$ cat src/rtl/combi_pkg.sv
// Shared types and constants for the combined ARM/RISC-V fetch stage.
package combi_pkg;

  localparam int unsigned FETCH_DEPTH  = 2;
  localparam logic [31:0] INSTR_BUBBLE = 32'h0;

  typedef struct packed {
    logic [31:0] instr;
    logic [31:0] pc;
  } fetch_entry_t;

endpackage

$ cat src/rtl/combi_fetch_fifo.sv
// Two-entry synchronous FIFO of fetched {instr, pc} pairs. Clear overrides push/pop.
module combi_fetch_fifo
  import combi_pkg::*;
(
  input  logic         clk,
  input  logic         reset_n,
  input  logic         push,
  input  logic         pop,
  input  logic         clear,
  input  fetch_entry_t din,
  output fetch_entry_t head,
  output logic [1:0]   count
);

  localparam logic [1:0] FULL = 2'(FETCH_DEPTH);

  fetch_entry_t mem [FETCH_DEPTH];
  logic         rd_ptr;
  logic         wr_ptr;
  logic         do_push;
  logic         do_pop;

  always_comb begin
    do_pop  = pop & (count != '0);
    do_push = push & ((count != FULL) | do_pop);
  end

  always_ff @(posedge clk or negedge reset_n) begin
    if (!reset_n) begin
      rd_ptr <= 1'b0;
      wr_ptr <= 1'b0;
      count  <= '0;
    end else if (clear) begin
      rd_ptr <= 1'b0;
      wr_ptr <= 1'b0;
      count  <= '0;
    end else begin
      if (do_pop)  rd_ptr <= ~rd_ptr;
      if (do_push) wr_ptr <= ~wr_ptr;
      count <= count + {1'b0, do_push} - {1'b0, do_pop};
    end
  end

  always_ff @(posedge clk) begin
    if (do_push && !clear) mem[wr_ptr] <= din;
  end

  assign head = mem[rd_ptr];

endmodule

$ cat src/rtl/combi_fetch.sv
// Instruction fetch stage: credit-limited word fetches, 2-entry return buffer,
// decode register with bypass, ISA mode tracking and stale-response discard.
module combi_fetch
  import combi_pkg::*;
#(
  parameter logic [31:0] RESET_PC  = 32'h0000_0000,
  parameter logic        RESET_ARM = 1'b0
) (
  input  logic        clk,
  input  logic        reset_n,
  output logic        imem_req,
  output logic [31:0] imem_addr,
  input  logic        imem_gnt,
  input  logic        imem_rvalid,
  input  logic [31:0] imem_rdata,
  input  logic        redirect_valid,
  input  logic [31:0] redirect_pc,
  input  logic        redirect_arm,
  input  logic        stallD,
  output logic [31:0] instrD,
  output logic [31:0] pcD,
  output logic        armD,
  output logic        wasNotFlushedD,
  input  logic        arm_dec
);

  logic [31:0]  pc;
  logic         mode;
  logic [1:0]   inflight;
  logic [1:0]   discard;
  logic         grant;
  logic         accept;
  logic         push;
  logic         pop;
  logic [31:0]  rsp_pc;
  fetch_entry_t head;
  logic [1:0]   count;

  always_comb begin
    imem_req  = reset_n & ~redirect_valid & ((3'(inflight) + 3'(count)) < 3'd2);
    imem_addr = pc;
    grant     = imem_req & imem_gnt;
    accept    = imem_rvalid & ~redirect_valid & (discard == '0);
    pop       = ~redirect_valid & ~stallD & (count != '0);
    push      = accept & (stallD | (count != '0));
    // Accepted responses only occur with no stale fetches pending, so every
    // in-flight request is sequential and the oldest one sits at pc - 4*inflight.
    rsp_pc    = pc - {28'b0, inflight, 2'b00};
  end

  combi_fetch_fifo u_fifo (
    .clk     (clk),
    .reset_n (reset_n),
    .push    (push),
    .pop     (pop),
    .clear   (redirect_valid),
    .din     ('{instr: imem_rdata, pc: rsp_pc}),
    .head    (head),
    .count   (count)
  );

  always_ff @(posedge clk or negedge reset_n) begin
    if (!reset_n) begin
      pc       <= RESET_PC;
      mode     <= RESET_ARM;
      inflight <= '0;
      discard  <= '0;
    end else if (redirect_valid) begin
      pc       <= redirect_pc;
      mode     <= redirect_arm;
      inflight <= inflight - {1'b0, imem_rvalid};
      discard  <= inflight - {1'b0, imem_rvalid};
    end else begin
      if (grant) pc <= pc + 32'd4;
      inflight <= inflight + {1'b0, grant} - {1'b0, imem_rvalid};
      if (imem_rvalid && discard != '0) discard <= discard - 2'd1;
      if (wasNotFlushedD && !stallD) mode <= arm_dec;
    end
  end

  always_ff @(posedge clk or negedge reset_n) begin
    if (!reset_n) begin
      instrD         <= INSTR_BUBBLE;
      pcD            <= '0;
      wasNotFlushedD <= 1'b0;
    end else if (redirect_valid) begin
      instrD         <= INSTR_BUBBLE;
      wasNotFlushedD <= 1'b0;
    end else if (!stallD) begin
      if (count != '0) begin
        instrD         <= head.instr;
        pcD            <= head.pc;
        wasNotFlushedD <= 1'b1;
      end else if (accept) begin
        instrD         <= imem_rdata;
        pcD            <= rsp_pc;
        wasNotFlushedD <= 1'b1;
      end else begin
        instrD         <= INSTR_BUBBLE;
        wasNotFlushedD <= 1'b0;
      end
    end
  end

  assign armD = mode;

endmodule

$ cat config.mk
export PLATFORM = sky130hd
export DESIGN_NAME = combi_fetch
export DESIGN_NICKNAME = d
export VERILOG_FILES = /design/src/rtl/combi_pkg.sv /design/src/rtl/combi_fetch_fifo.sv /design/src/rtl/combi_fetch.sv
export SDC_FILE = /design/constraint.sdc
export NUM_CORES = 1
export LEC_CHECK = 0
export BUFFER_PORTS_ARGS = -buffer_cell sky130_fd_sc_hd__buf_2
export CAP_MARGIN = 20
export CORE_ASPECT_RATIO = 0.7
export CORE_MARGIN = 3
export CORE_UTILIZATION = 40
export DETAILED_ROUTE_END_ITERATION = 16
export PLACE_DENSITY = 0.64
export RECOVER_POWER = 100
export SLEW_MARGIN = 20
export SYNTH_ARGS = -nofsm -noshare
export SYNTH_HDL_FRONTEND = slang
export SYNTH_HIERARCHICAL = 1
export SYNTH_SLANG_ARGS = --single-unit
$ cat constraint.sdc
create_clock -name clk -period 8.84 [get_ports clk]
set_input_delay 0.442 -clock clk [delete_from_list [all_inputs] [get_ports clk]]
set_output_delay 0.442 -clock clk [all_outputs]
set_load 0.1 [all_outputs]
Yosys cells after proc, flatten, opt, wreduce, memory -nomap -nowiden
Memory sizes are Yosys's and may differ from the RTL's. Index checks and enable logic that the tools add are counted.

Memories: 1. Bits in writable memories: 128. Flip-flop bits (word level): 106. Logic and storage cells: 78.

Memories: u_fifo.mem (depth 2, width 64, read ports 1, clocked after Yosys merged registers in 0, wr ports 1, RTL line combi_fetch_fifo.sv:17) `fetch_entry_t mem [FETCH_DEPTH];`.

Mux-type cells: 24. Equal/unequal tests: 2. Add/subtract/negate cells: 9. Order comparisons: 1. Reduce and logical (&&, ||, !) cells: 15. Bitwise operators: 16.

Operators with widths (number): 2-to-1 mux 32 bit (8); adder 32 x 3 -> 32 bit, second input constant (1); subtractor 32 x 4 -> 32 bit (1); nonzero test 2 bit (8); 2-to-1 mux 1 bit (12); bitwise AND 1 bit (10); 2-to-1 mux 2 bit (4); subtractor 2 x 1 -> 2 bit (3); adder 2 x 1 -> 2 bit (2); inequality test 2 bit, second input constant (2); NOT 1 bit (4); adder 2 x 2 -> 3 bit (1); logical AND 1 bit (3); < comparator 3 x 2 -> 1 bit, second input constant (1); AND reduction 3 bit (1); logical NOT 1 bit (2); logical NOT 2 bit (1); OR 1 bit (2); subtractor 2 x 1 -> 2 bit, second input constant (1).

Depth between registers and ports, before layout
Gate-level depths: netlist of the first run.

Depth in word-level cells: 9. Gate-level depth with buffers: 12. Gate-level depth less buffers: 11.

Hierarchy
Netlist of the first run, hierarchy kept.

By module, submodules not included: combi_fetch (instances 1, cells an instance 608, area an instance 5599.1 sq um); combi_fetch_fifo (instances 1, cells an instance 220, area an instance 5061.1 sq um).

Worst setup path after synthesis of the first run
Ideal clock, no wire load.

Path type: register -> register. Start: register u_fifo.count[1]. End: memory u_fifo/mem[1][0] (netlist bit), enable pin. Path slack: 1.858 ns. Clock period less this slack: 6.982 ns. Cell stages (with the launch flop): 7. Data arrival time: 6.404 ns. Library setup time: 0.578 ns. Path through: dfrtp_1 > nor2_1 > buf_1 > nor3_1 > clkbuf_1 > o31ai_4 > nor3b_1.

Cells in the longest elaborated chain, start to end: 8. Elaborated cells between the ends (all ways): 11.

Ends and longest elaborated chain: from (decl) (RTL line combi_fetch_fifo.sv:12) `output logic [1:0] count`; from (signal assigned) (RTL line combi_fetch_fifo.sv:40) `count <= count + {1'b0, do_push} - {1'b0, do_pop};`; nonzero test 2 bit (RTL line combi_fetch.sv:44) `pop = ~redirect_valid & ~stallD & (count != '0);`; bitwise AND 1 bit (RTL line combi_fetch.sv:44); net pop (RTL line combi_fetch.sv:34) `logic pop;`; bitwise AND 1 bit (RTL line combi_fetch_fifo.sv:24) `do_pop = pop & (count != '0);`; OR 1 bit (RTL line combi_fetch_fifo.sv:25) `do_push = push & ((count != FULL) | do_pop);`; bitwise AND 1 bit (RTL line combi_fetch_fifo.sv:25); logical AND 1 bit (RTL line combi_fetch_fifo.sv:45) `if (do_push && !clear) mem[wr_ptr] <= din;`; 2-to-1 mux 1 bit (RTL line combi_fetch_fifo.sv:45); 2-to-1 mux 1 bit (implied by the code) (RTL line combi_fetch_fifo.sv:45); to (decl) (RTL line combi_fetch_fifo.sv:17).

The timed path passes the listed nets, and every way through them passes these cells.

Worst setup path in the final report of the first run
Start: input port redirect_valid. End: register instrD[31].

Cells in the longest elaborated chain, start to end: 7. Elaborated cells between the ends (all ways): 8.

Ends and longest elaborated chain: from (decl) (RTL line combi_fetch.sv:16) `input logic redirect_valid,`; NOT 1 bit (no line); bitwise AND 1 bit (2 in series) (RTL line combi_fetch.sv:43) `accept = imem_rvalid & ~redirect_valid & (discard == '0);`; 2-to-1 mux 32 bit (RTL line combi_fetch.sv:94) `end else if (accept) begin`; 2-to-1 mux 32 bit (RTL line combi_fetch.sv:90) `if (count != '0) begin`; 2-to-1 mux 32 bit (RTL line combi_fetch.sv:89) `end else if (!stallD) begin`; 2-to-1 mux 32 bit (RTL line combi_fetch.sv:86) `end else if (redirect_valid) begin`; to (signal assigned) (RTL line combi_fetch.sv:91) `instrD <= head.instr;`; to (signal assigned) (RTL line combi_fetch.sv:95) `instrD <= imem_rdata;`; to (decl) (RTL line combi_fetch.sv:20) `output logic [31:0] instrD,`.

Several ways; a longest one is shown, not always the timed one. The select of a mux whose other input is x is not followed. A chain may end at the register's enable or synchronous reset.

==> results.cfg, run 1 <==
[outcome]
status = finished with violations
violations = capacitance limit, slew limit

[grt]
overflow = 0
grt_max_degree = 75
grt_pass1_vias = 7188
grt_pass1_wl_um = 42500
grt_usage_pct = 18.81
antenna_found_initial = 1

[synth]
ys_warn_count = 6
syn_inst = 828
ys_async_sr_fraction_pct = 45.30
synth_area_mm2 = 0.01066
synth_edf_count = 128
ys_dominant_reg_cell = edfxtp_1
syn_nets = 911
ys_seq_elements = 234
avgSynthCellArea_um2 = 12.87
ys_types = 62
yosysSeqAreaShare_pct = 60.94

[clock_network]
htree_levels = 1
clk_latency_ns = 0.52
hold_buffers = 0
cts_setup_buffers = 0
cts_tree = yes
cts_buffers = 25
clk_pin_slew_ns = 0.06
cts-resized-gates = 0
cts.path.max_buffers = 3
root_buffer = clkbuf_16
cts_sinks = 234

[drt]
dr_total_vias = 7267
viasPerCell = 5.363
drt-total-wl_um = 27460
wl_per_cell_um = 20.26
drt_iter0_drc = 659
ant_nets = 0
firstDrtPassIters = 9
post-route-drc-count = 0

[pwr]
vdd_drop_max_v = 0.0001368
p_per_area_mw_per_mm2 = 292.6
power.leakage_uw = 0.005064

[critical_path]
end_kind = flop
cpPeakStageDelay_ns = 2.14
criticalPathCategory = primary input to flop
crit_buf_inv = 5
cp_slowest_cell = clkbuf_1
critical-path-top-delay-family = buffers and inverters
critical_path.most_common_cell = clkbuf_1
worstPathArrival_ns = 5.99
cp.required_ns = 9.23
cp-start-kind = primary input
cp_max_fo = 74
cp_cell_sequence = buf_2 -> clkbuf_1 -> a211o_1 -> clkbuf_1 -> nor2_4 -> clkbuf_1 -> a222oi_1 -> inv_1

[layout]
utilization_pct = 47.75
area_delta_synth_final_pct = 16.16
stdcell_count = 1355
drive_above_1_share_pct = 14.84
layout.nets = 1062

[timing]
timing.final.crit_share_pct = 63.36
skew_ns = 0.01000
fin_setup_tns_ns = 0
hold_viol_final = 0
whs_ns = 0.1361
setup_slack_ns = 3.239
max-slew-margin-rel_pct = -104.5
setup_violations = 0
fmax_mhz = 178.5
min_period_ns = 5.601
final_max_slew_viol_count = 250
rsz0062_at_grt = false
worstMarginPinSlew_ns = 3.067

[floorplanning]
core_mm2 = 0.02593
fp-row-count = 49
design.die.area_mm2 = 0.02868
io_pins = 171
die_x_um = 201.1
start_util_pct = 41.11
fp.dieH_um = 142.6

[placement]
globalplace.congestion = 0.8711
dp_cells = 1309
port-buffer-count = 170
hpwlAfterDp_um = 18010
place_ws_ns = 5.055

[run]
cap_violations = 5

[min_path]
hp-class = primary input to flop
==> tightest hold or removal path, cell delays in order <==
cell and delay, ns:
buf_2 0.07, nand2_1 0.04, o21ai_0 0.05
==> metal layers <==
| layer | part of all wire, % | track usage [%] |
|---|---|---|
| met1 | 49 | 29.58 |
| met2 | 43 | 27.64 |
| met3 | 7.2 | 3.200 |
| met4 | 1.5 | 3.325 |
| met5 | 0 | 0 |
==> synth_stat cells (all sizes together) (19+ instances only) <==
master | count | area [µm²]
xor2 | 30 | 262.8
clkbuf | 39 | 146.4
nand2 | 62 | 232.7
dfrtp | 106 | 2653
nor3 | 23 | 135.1
and3 | 23 | 143.9
o21ai | 49 | 245.2
edfxtp | 128 | 3844
xnor2 | 21 | 191.4
mux2 | 67 | 945.9
inv | 49 | 183.9
a222oi | 32 | 320.3
buf | 19 | 136.4
nor2 | 49 | 183.9
==> cell type report <==
type / count / area, µm²
timing repair buffer: 182 / 753.2
clock buffer: 32 / 681.9
multi-input combinational: 486 / 3665
antenna: 1 / 2.502
clock inverter: 13 / 146.4
inverter: 50 / 187.7
sequential: 234 / 6500
fill: 2410 / 13550
tap: 357 / 446.7
==> cell families (layout without fill, tap and decap cells) <==
logic type,Yosys count,after routing,synth area share [%]
AO/OA/AOI/OAI,131,131,9.061
adder cells (fa/ha/maj),11,11,1.432
multiplexers,74,74,9.530
XOR/XNOR,51,51,4.261
other,0,1,0
AND/OR/NAND/NOR,219,219,10.36
flip-flops,234,234,60.94
buffers and inverters,108,277,4.413
==> stage by stage <==
step | instance area, µm² | total power [µW]
final | 12380 | 3623
after global routing | 12380 | 3772
after CTS | 12630 | 3689
after detailed placement | 11800 | 2627
after global placement | 11800 | 2615
after floorplan | 10660 | 2365
==> cells in the final DEF (no fill, tap or decap), types with 4 or more instances in the layout <==
master,netlist,routed
a222oi_1,32,32
or4_1,4,4
nand4_1,8,8
and3_1,23,23
nand2b_1,4,4
or3_1,5,7
ha_1,9,9
a221o_1,13,13
nor2_1,49,47
clkbuf_16,0,25
a21oi_1,10,10
edfxtp_1,128,128
mux2_4,51,51
nor4_1,4,4
nand3_1,14,14
clkinv_2,0,4
clkbuf_1,39,142
nand2_1,62,62
inv_1,48,48
a31oi_1,7,7
xor2_1,30,30
xnor2_1,20,21
mux2i_1,7,7
dfrtp_1,106,105
nor3_1,19,22
buf_4,3,6
mux2_1,14,14
buf_2,7,38
clkinv_1,1,4
and2_1,5,4
o21ai_0,48,49
==> sequential cells by signal (all words and copies together), names as in the netlist, 2 cells and up <==
name and count:
imem_addr 32, u_fifo/count 2, instrD 32, discard 2, u_fifo/mem 128, inflight 2, pcD 32
==> path summary, 6_finish.rpt <==
check / start / to / slack, ns / cells after the start
setup / recovery: redirect_valid / instrD[31] / 3.24 / 8
hold / removal: redirect_pc[20] / imem_addr[20] / 0.14 / 3
setup reg to reg: u_fifo/count[1] / instrD[31] / 4.29 / 8
hold reg to reg: pcD[7] / pcD[7] / 0.48 / 2
max in group asynchronous: reset_n / u_fifo/rd_ptr / 5.46 / 3
min in group asynchronous: reset_n / pcD[1] / 1.23 / 2
==> report_power, final <==
part / switching (µW) / internal (µW)
clock: 416 / 632
sequential: 109 / 1290
combinational: 996 / 182
total: 1520 / 2100
Note: power is estimated with default switching activity, not from simulation.
==> run 2: changes to the inputs <==
--- a/config.mk
+++ b/config.mk
@@ -5,13 +5,14 @@
 export SDC_FILE = /design/constraint.sdc
 export NUM_CORES = 1
 export LEC_CHECK = 0
+export ABC_AREA = 1
 export BUFFER_PORTS_ARGS = -buffer_cell sky130_fd_sc_hd__buf_2
 export CAP_MARGIN = 20
 export CORE_ASPECT_RATIO = 0.7
 export CORE_MARGIN = 3
 export CORE_UTILIZATION = 40
 export DETAILED_ROUTE_END_ITERATION = 16
-export PLACE_DENSITY = 0.64
+export PLACE_DENSITY = 0.66
 export RECOVER_POWER = 100
 export SLEW_MARGIN = 20
 export SYNTH_ARGS = -nofsm -noshare
==> constraint.sdc (replaced) <==
create_clock -name clk -period 4.91 [get_ports clk]
set_input_delay 0.2455 -clock clk [delete_from_list [all_inputs] [get_ports clk]]
set_output_delay 0.2455 -clock clk [all_outputs]
set_load 0.1 [all_outputs]
==> run 2 against run 1 <==
Against the previous run: the run still ends with capacitance limit, slew limit left; combinational power increased by 110%; utilization increased by 0.62 points; via count increased by 37%; global-route usage increased by 2.2 points; power increased by 90%; hold slack got worse by 0.10 ns; sequential cell count unchanged; critical path depth increased by 2; cell area increased by 10%.
==> results.cfg, run 2 <==
[outcome]
status = finished with violations
violations = capacitance limit, slew limit

[layout]
layout.nets = 1665
drive_above_1_share_pct = 6.625
final_cell_mix = nand2_1, nor2_1, clkbuf_1
largest_register_ffs = 128
diodes = 0
area_delta_synth_final_pct = 17.24
final_common_cell = nand2_1
largest-register = u_fifo/mem
stdcell_count = 1971

[timing]
max-slew-margin-rel_pct = -59.59
fin_setup_tns_ns = 0
fmax_mhz = 273.0
min_period_ns = 3.663
skew_ns = 0.01021
whs_ns = 0.03192
hold_viol_final = 0
timing.final.crit_share_pct = 74.61
worstMarginPinSlew_ns = 2.394
setup_violations = 0
rsz0062_at_grt = false
final_max_slew_viol_count = 253

[synth]
ys_dominant_reg_cell = edfxtp_1
synth_top_area_cell = edfxtp_1
yosysTopAreaCellShare_pct = 32.95
synthTopCellsByCount = nand2_1, nor2_1, nand3_1
syn_nets = 1481
syn_inst = 1398
yosysSeqAreaShare_pct = 55.70
ys_types = 36
avgSynthCellArea_um2 = 8.343
ys_top_cells_by_area = edfxtp_1, dfrtp_1, nand2_1
synth_edf_count = 128
ys_warn_count = 6
synth_area_mm2 = 0.01166
synth_most_common_cell = nand2_1
ys_seq_elements = 234
ys_async_sr_fraction_pct = 45.30

[clock_network]
htree_levels = 1
cts_buffers = 25
root_buffer = clkbuf_16
cts_sinks = 234
cts_setup_buffers = 0
clk_latency_ns = 0.51
clk_pin_slew_ns = 0.06
hold_buffers = 40
cts.path.max_buffers = 3
cts_tree = yes
cts-resized-gates = 0

[critical_path]
end_kind = flop
reg2reg_from = discard[0]
cpPeakStageDelay_ns = 1.01
criticalPathCategory = flop to flop
critical_path.most_common_cell = inv_1
cp_max_fo = 43
cp_slowest_cell = clkbuf_2
worstPathArrival_ns = 3.78
critical-path-top-delay-family = buffers and inverters
cp.required_ns = 5.03
cp_cell_sequence = inv_1 -> ha_1 -> nand2_1 -> nor2_2 -> buf_4 -> o21ai_0 -> inv_1 -> nand3_1 -> inv_1 -> clkbuf_2
rr_endpoint = u_fifo/mem[0][7]
crit_buf_inv = 5
r2r_slack_ns = 1.25
cp-start-kind = flop
r2r_cells = 10

[pwr]
vdd_drop_max_v = 0.0004658
total_power_uw = 6898
power.leakage_uw = 0.006080
p_per_area_mw_per_mm2 = 504.4

[drt]
ant_nets = 0
dr_total_vias = 9974
drt-total-wl_um = 33050
firstDrtPassIters = 5
post-route-drc-count = 0
viasPerCell = 5.060
drt_iter0_drc = 911
wl_per_cell_um = 16.77

[placement]
hpwlAfterDp_um = 22900
dp_cells = 1886
port-buffer-count = 170
globalplace.congestion = 0.9439

[grt]
grt_max_degree = 66
grt_usage_pct = 21.02
overflow = 0
antenna_found_initial = 0
grt_pass1_wl_um = 52540
grt_pass1_vias = 9297

[min_path]
min_from = redirect_pc[23]
hp-class = primary input to flop
holdPathEnd = imem_addr[23]
min_path_cells = 3

[floorplanning]
start_util_pct = 41.26
die_x_um = 210.1
fp.dieH_um = 148.9
core_mm2 = 0.02827
design.die.area_mm2 = 0.03128
fp-row-count = 51
io_pins = 171

[run]
cap_violations = 6
[run 2: worst max path at each step]
| stage | from | to | cells past startpoint |
|---|---|---|---|
| floorplan | discard[0] | u_fifo/mem[1][0] | 9 |
| global placement | discard[0] | u_fifo/mem[1][26] | 10 |
| detailed placement | discard[0] | u_fifo/mem[1][26] | 10 |
| CTS | discard[0] | u_fifo/mem[1][12] | 10 |
| global route | discard[0] | u_fifo/mem[0][60] | 10 |
| finish | discard[0] | u_fifo/mem[0][7] | 10 |
[run 2: routing by layer]
layer / part of all wire, % / up-vias / GRT usage [%] / wire [µm]
met5: 0 / - / 0 / 0
met4: 1.7 / 0 / 3.402 / 550
met3: 7.7 / 39 / 4.057 / 2557
met2: 42 / 359 / 30.87 / 13950
met1: 48 / 4685 / 32.75 / 15990
li1: - / 4891 / - / -
[run 2: area by class of cell]
cell class	count	area (µm²)
clock inverter	12	143.9
timing repair buffer	223	1179
inverter	93	349.1
fill	2779	14590
tap	371	464.2
clock buffer	33	655.6
sequential	234	6497
multi-input combinational	1005	4385
[run 2: kinds of logic after synthesis]
logic type,share of synthesized area (%)
XOR/XNOR,1.191
AO/OA/AOI/OAI,4.548
AND/OR/NAND/NOR,30.91
buffers and inverters,6.351
adder cells (fa/ha/maj),1.309
flip-flops,55.70
[run 2: through the flow]
stage / worst slack [ns] / utilization [%] / area (µm²)
3_5_place_dp: 1.898 / 45.01 / 12720
6_report: 1.247 / 48.37 / 13670
4_1_cts: 1.877 / 49.26 / 13920
3_3_place_gp: 1.983 / 45.01 / 12720
5_1_grt: 0.8705 / 48.37 / 13670
2_1_floorplan: 0.3982 / - / 11660
[run 2: where the power goes]
part	leakage (µW)	total, µW	switching, µW	internal [µW]
clock network	0.000381	1850	755	1100
logic	0.00321	2470	2110	362
registers	0.00249	2570	238	2340
[run 2: tightest hold or removal path: stages]
cell and delay [ns]:
buf_2 0.07, o22ai_1 0.06, a21oi_1 0.11
==> run 3: changes to the inputs <==
--- a/config.mk
+++ b/config.mk
@@ -12,7 +12,7 @@
 export CORE_MARGIN = 3
 export CORE_UTILIZATION = 40
 export DETAILED_ROUTE_END_ITERATION = 16
-export PLACE_DENSITY = 0.66
+export PLACE_DENSITY = 0.63
 export RECOVER_POWER = 100
 export SLEW_MARGIN = 20
 export SYNTH_ARGS = -nofsm -noshare
==> constraint.sdc (replaced) <==
create_clock -name clk -period 3.57 [get_ports clk]
set_input_delay 0.1785 -clock clk [delete_from_list [all_inputs] [get_ports clk]]
set_output_delay 0.1785 -clock clk [all_outputs]
set_load 0.1 [all_outputs]
==> run 3 against run 2 <==
Against the previous run: the flow still finishes with violations (capacitance limit, slew limit); die area is the same; clock-buffer cell count increased by 4; sequential power increased by 39%; largest power group unchanged; maximum frequency up 22%; critical path depth increased by 2; final cell count is 1.5% higher; utilization is 1.0 points higher; clock skew up 0.0080 ns; power up 40%; clock power up 43%; sequential share of layout area decreased by 0.97 points; cell area grew 2.1%.
==> results.cfg, run 3 (same netlist as run 2, synthesis figures left out) <==
[grt]
met2_usage_pct = 32.93
grt_usage_pct = 21.61
use_met3_pct = 4.562
use_met1_pct = 31.96
grt_max_degree = 66
top_usage_layer = met2
grt_pass1_vias = 9565
antenna_found_initial = 0
grt_pass1_wl_um = 53520
overflow = 0

[drt]
wl_per_cell_um = 16.96
firstDrtPassIters = 5
post-route-drc-count = 0
drt_iter0_drc = 796
dr_total_vias = 10108
ant_nets = 0
drt-total-wl_um = 33910
viasPerCell = 5.054

[clock_network]
root_buffer = clkbuf_16
cts_sinks = 234
htree_levels = 1
clk_latency_ns = 0.53
cts_buffers = 26
cts_tree = yes
cts.path.max_buffers = 3
clk_pin_slew_ns = 0.06
cts-resized-gates = 0

[layout]
area_delta_synth_final_pct = 19.68
diodes = 0
largest_register_ffs = 128
layout.nets = 1692
drive_above_1_share_pct = 7.244
final_common_cell = nand2_1
final_cell_mix = nand2_1, nor2_1, clkbuf_1
largest-register = u_fifo/mem

[timing]
rsz0062_at_grt = false
timing.final.crit_share_pct = 84.03
fmax_mhz = 333.3
fin_setup_tns_ns = 0
setup_violations = 0
hold_viol_final = 0
min_period_ns = 3.000
setup_slack_ns = 0.5701
final_max_slew_viol_count = 33
skew_ns = 0.01816
worstMarginPinSlew_ns = 1.702
max-slew-margin-rel_pct = -13.48

[critical_path]
cp_max_fo = 23
cp_cell_sequence = nand2_1 -> inv_1 -> fa_1 -> nor2_1 -> nand3_1 -> nor2_2 -> buf_4 -> nor2_1 -> clkbuf_1 -> o21ai_0 -> nand2_1 -> inv_1
cp.required_ns = 3.99
worstPathArrival_ns = 3.42
r2r_slack_ns = 0.57
cp_slowest_cell = clkbuf_1
criticalPathCategory = flop to flop
end_kind = flop
cp-start-kind = flop
cpPeakStageDelay_ns = 0.87

[floorplanning]
die_x_um = 210.1
fp.dieH_um = 148.9
fp-row-count = 51
core_mm2 = 0.02827
design.die.area_mm2 = 0.03128
io_pins = 171
start_util_pct = 41.26

[run]
cap_violations = 1

[outcome]
violations = capacitance limit, slew limit
status = finished with violations

[placement]
globalplace.congestion = 0.9479
hpwlAfterDp_um = 22870
place_ws_ns = 0.8478
port-buffer-count = 170

[pwr]
power.leakage_uw = 0.006220
p_per_area_mw_per_mm2 = 690.0
vdd_drop_max_v = 0.0005081

[min_path]
hp-class = primary input to flop
## run 3: critical path: cells and delay by family, from the launching register on
| kind | cells | cell delay (ns) |
|---|---|---|
| and+or+nand+nor | 6 | 0.59 |
| AOI/OAI and AO/OA | 1 | 0.22 |
| buffers and inverters | 4 | 1.14 |
| DFF | 1 | 0.42 |
| adders and majority gates | 1 | 0.49 |
## run 3: repair_timing
action	4_1_cts	5_1_grt
hold buffers	61	0
hold endpoints to repair	151	0
setup buffers	0	0
## run 3: per-stage QoR
stage	total power [µW]	hold WS, ns	cells	utilization [%]	area (µm²)
after floorplan	6319	-0.1171	1398	-	11670
after global placement	7057	0.1743	1891	45.19	12770
final	9631	0.01453	2000	49.38	13960
after CTS	9810	0.00009998	2000	50.39	14240
after global routing	10050	0.03054	2000	49.38	13960
after detailed placement	7087	0.1719	1891	45.19	12770
## run 3: cell type report
type / count / area [µm²]
Inverter: 93 / 349.1
Fill cell: 2734 / 14310
Timing Repair Buffer: 249 / 1410
Sequential cell: 234 / 6497
Clock inverter: 11 / 73.82
Tap cell: 371 / 464.2
Multi-Input combinational cell: 1005 / 4379
Clock buffer: 37 / 785.8
## run 3: power breakdown
part	internal, µW	leakage [µW]	switching [µW]	total (µW)
registers	3210	0.00249	349	3560
logic	516	0.00332	2910	3430
clock network	1540	0.000411	1100	2640
total	5270	0.00622	4360	9630
## run 3: per-layer routing
metal  vias to the layer above  part of all wire (%)  routed length [µm]
met2                       372                    44               14870
met4                         0                   1.8                 613
met5                         -                     0                   0
li1                       4941                     -                   -
met3                        42                   8.1                2735
met1                      4753                    46               15690
## run 3: final timing paths
check,start,to,depth (start not counted)
hold / removal,redirect_pc[30],imem_addr[30],5
setup / recovery,u_fifo/count[0],imem_addr[13],12
hold reg to reg,pcD[15],pcD[15],2
min in group asynchronous,reset_n,imem_addr[25],2
max in group asynchronous,reset_n,pcD[8],4
setup reg to reg,u_fifo/count[0],imem_addr[13],12
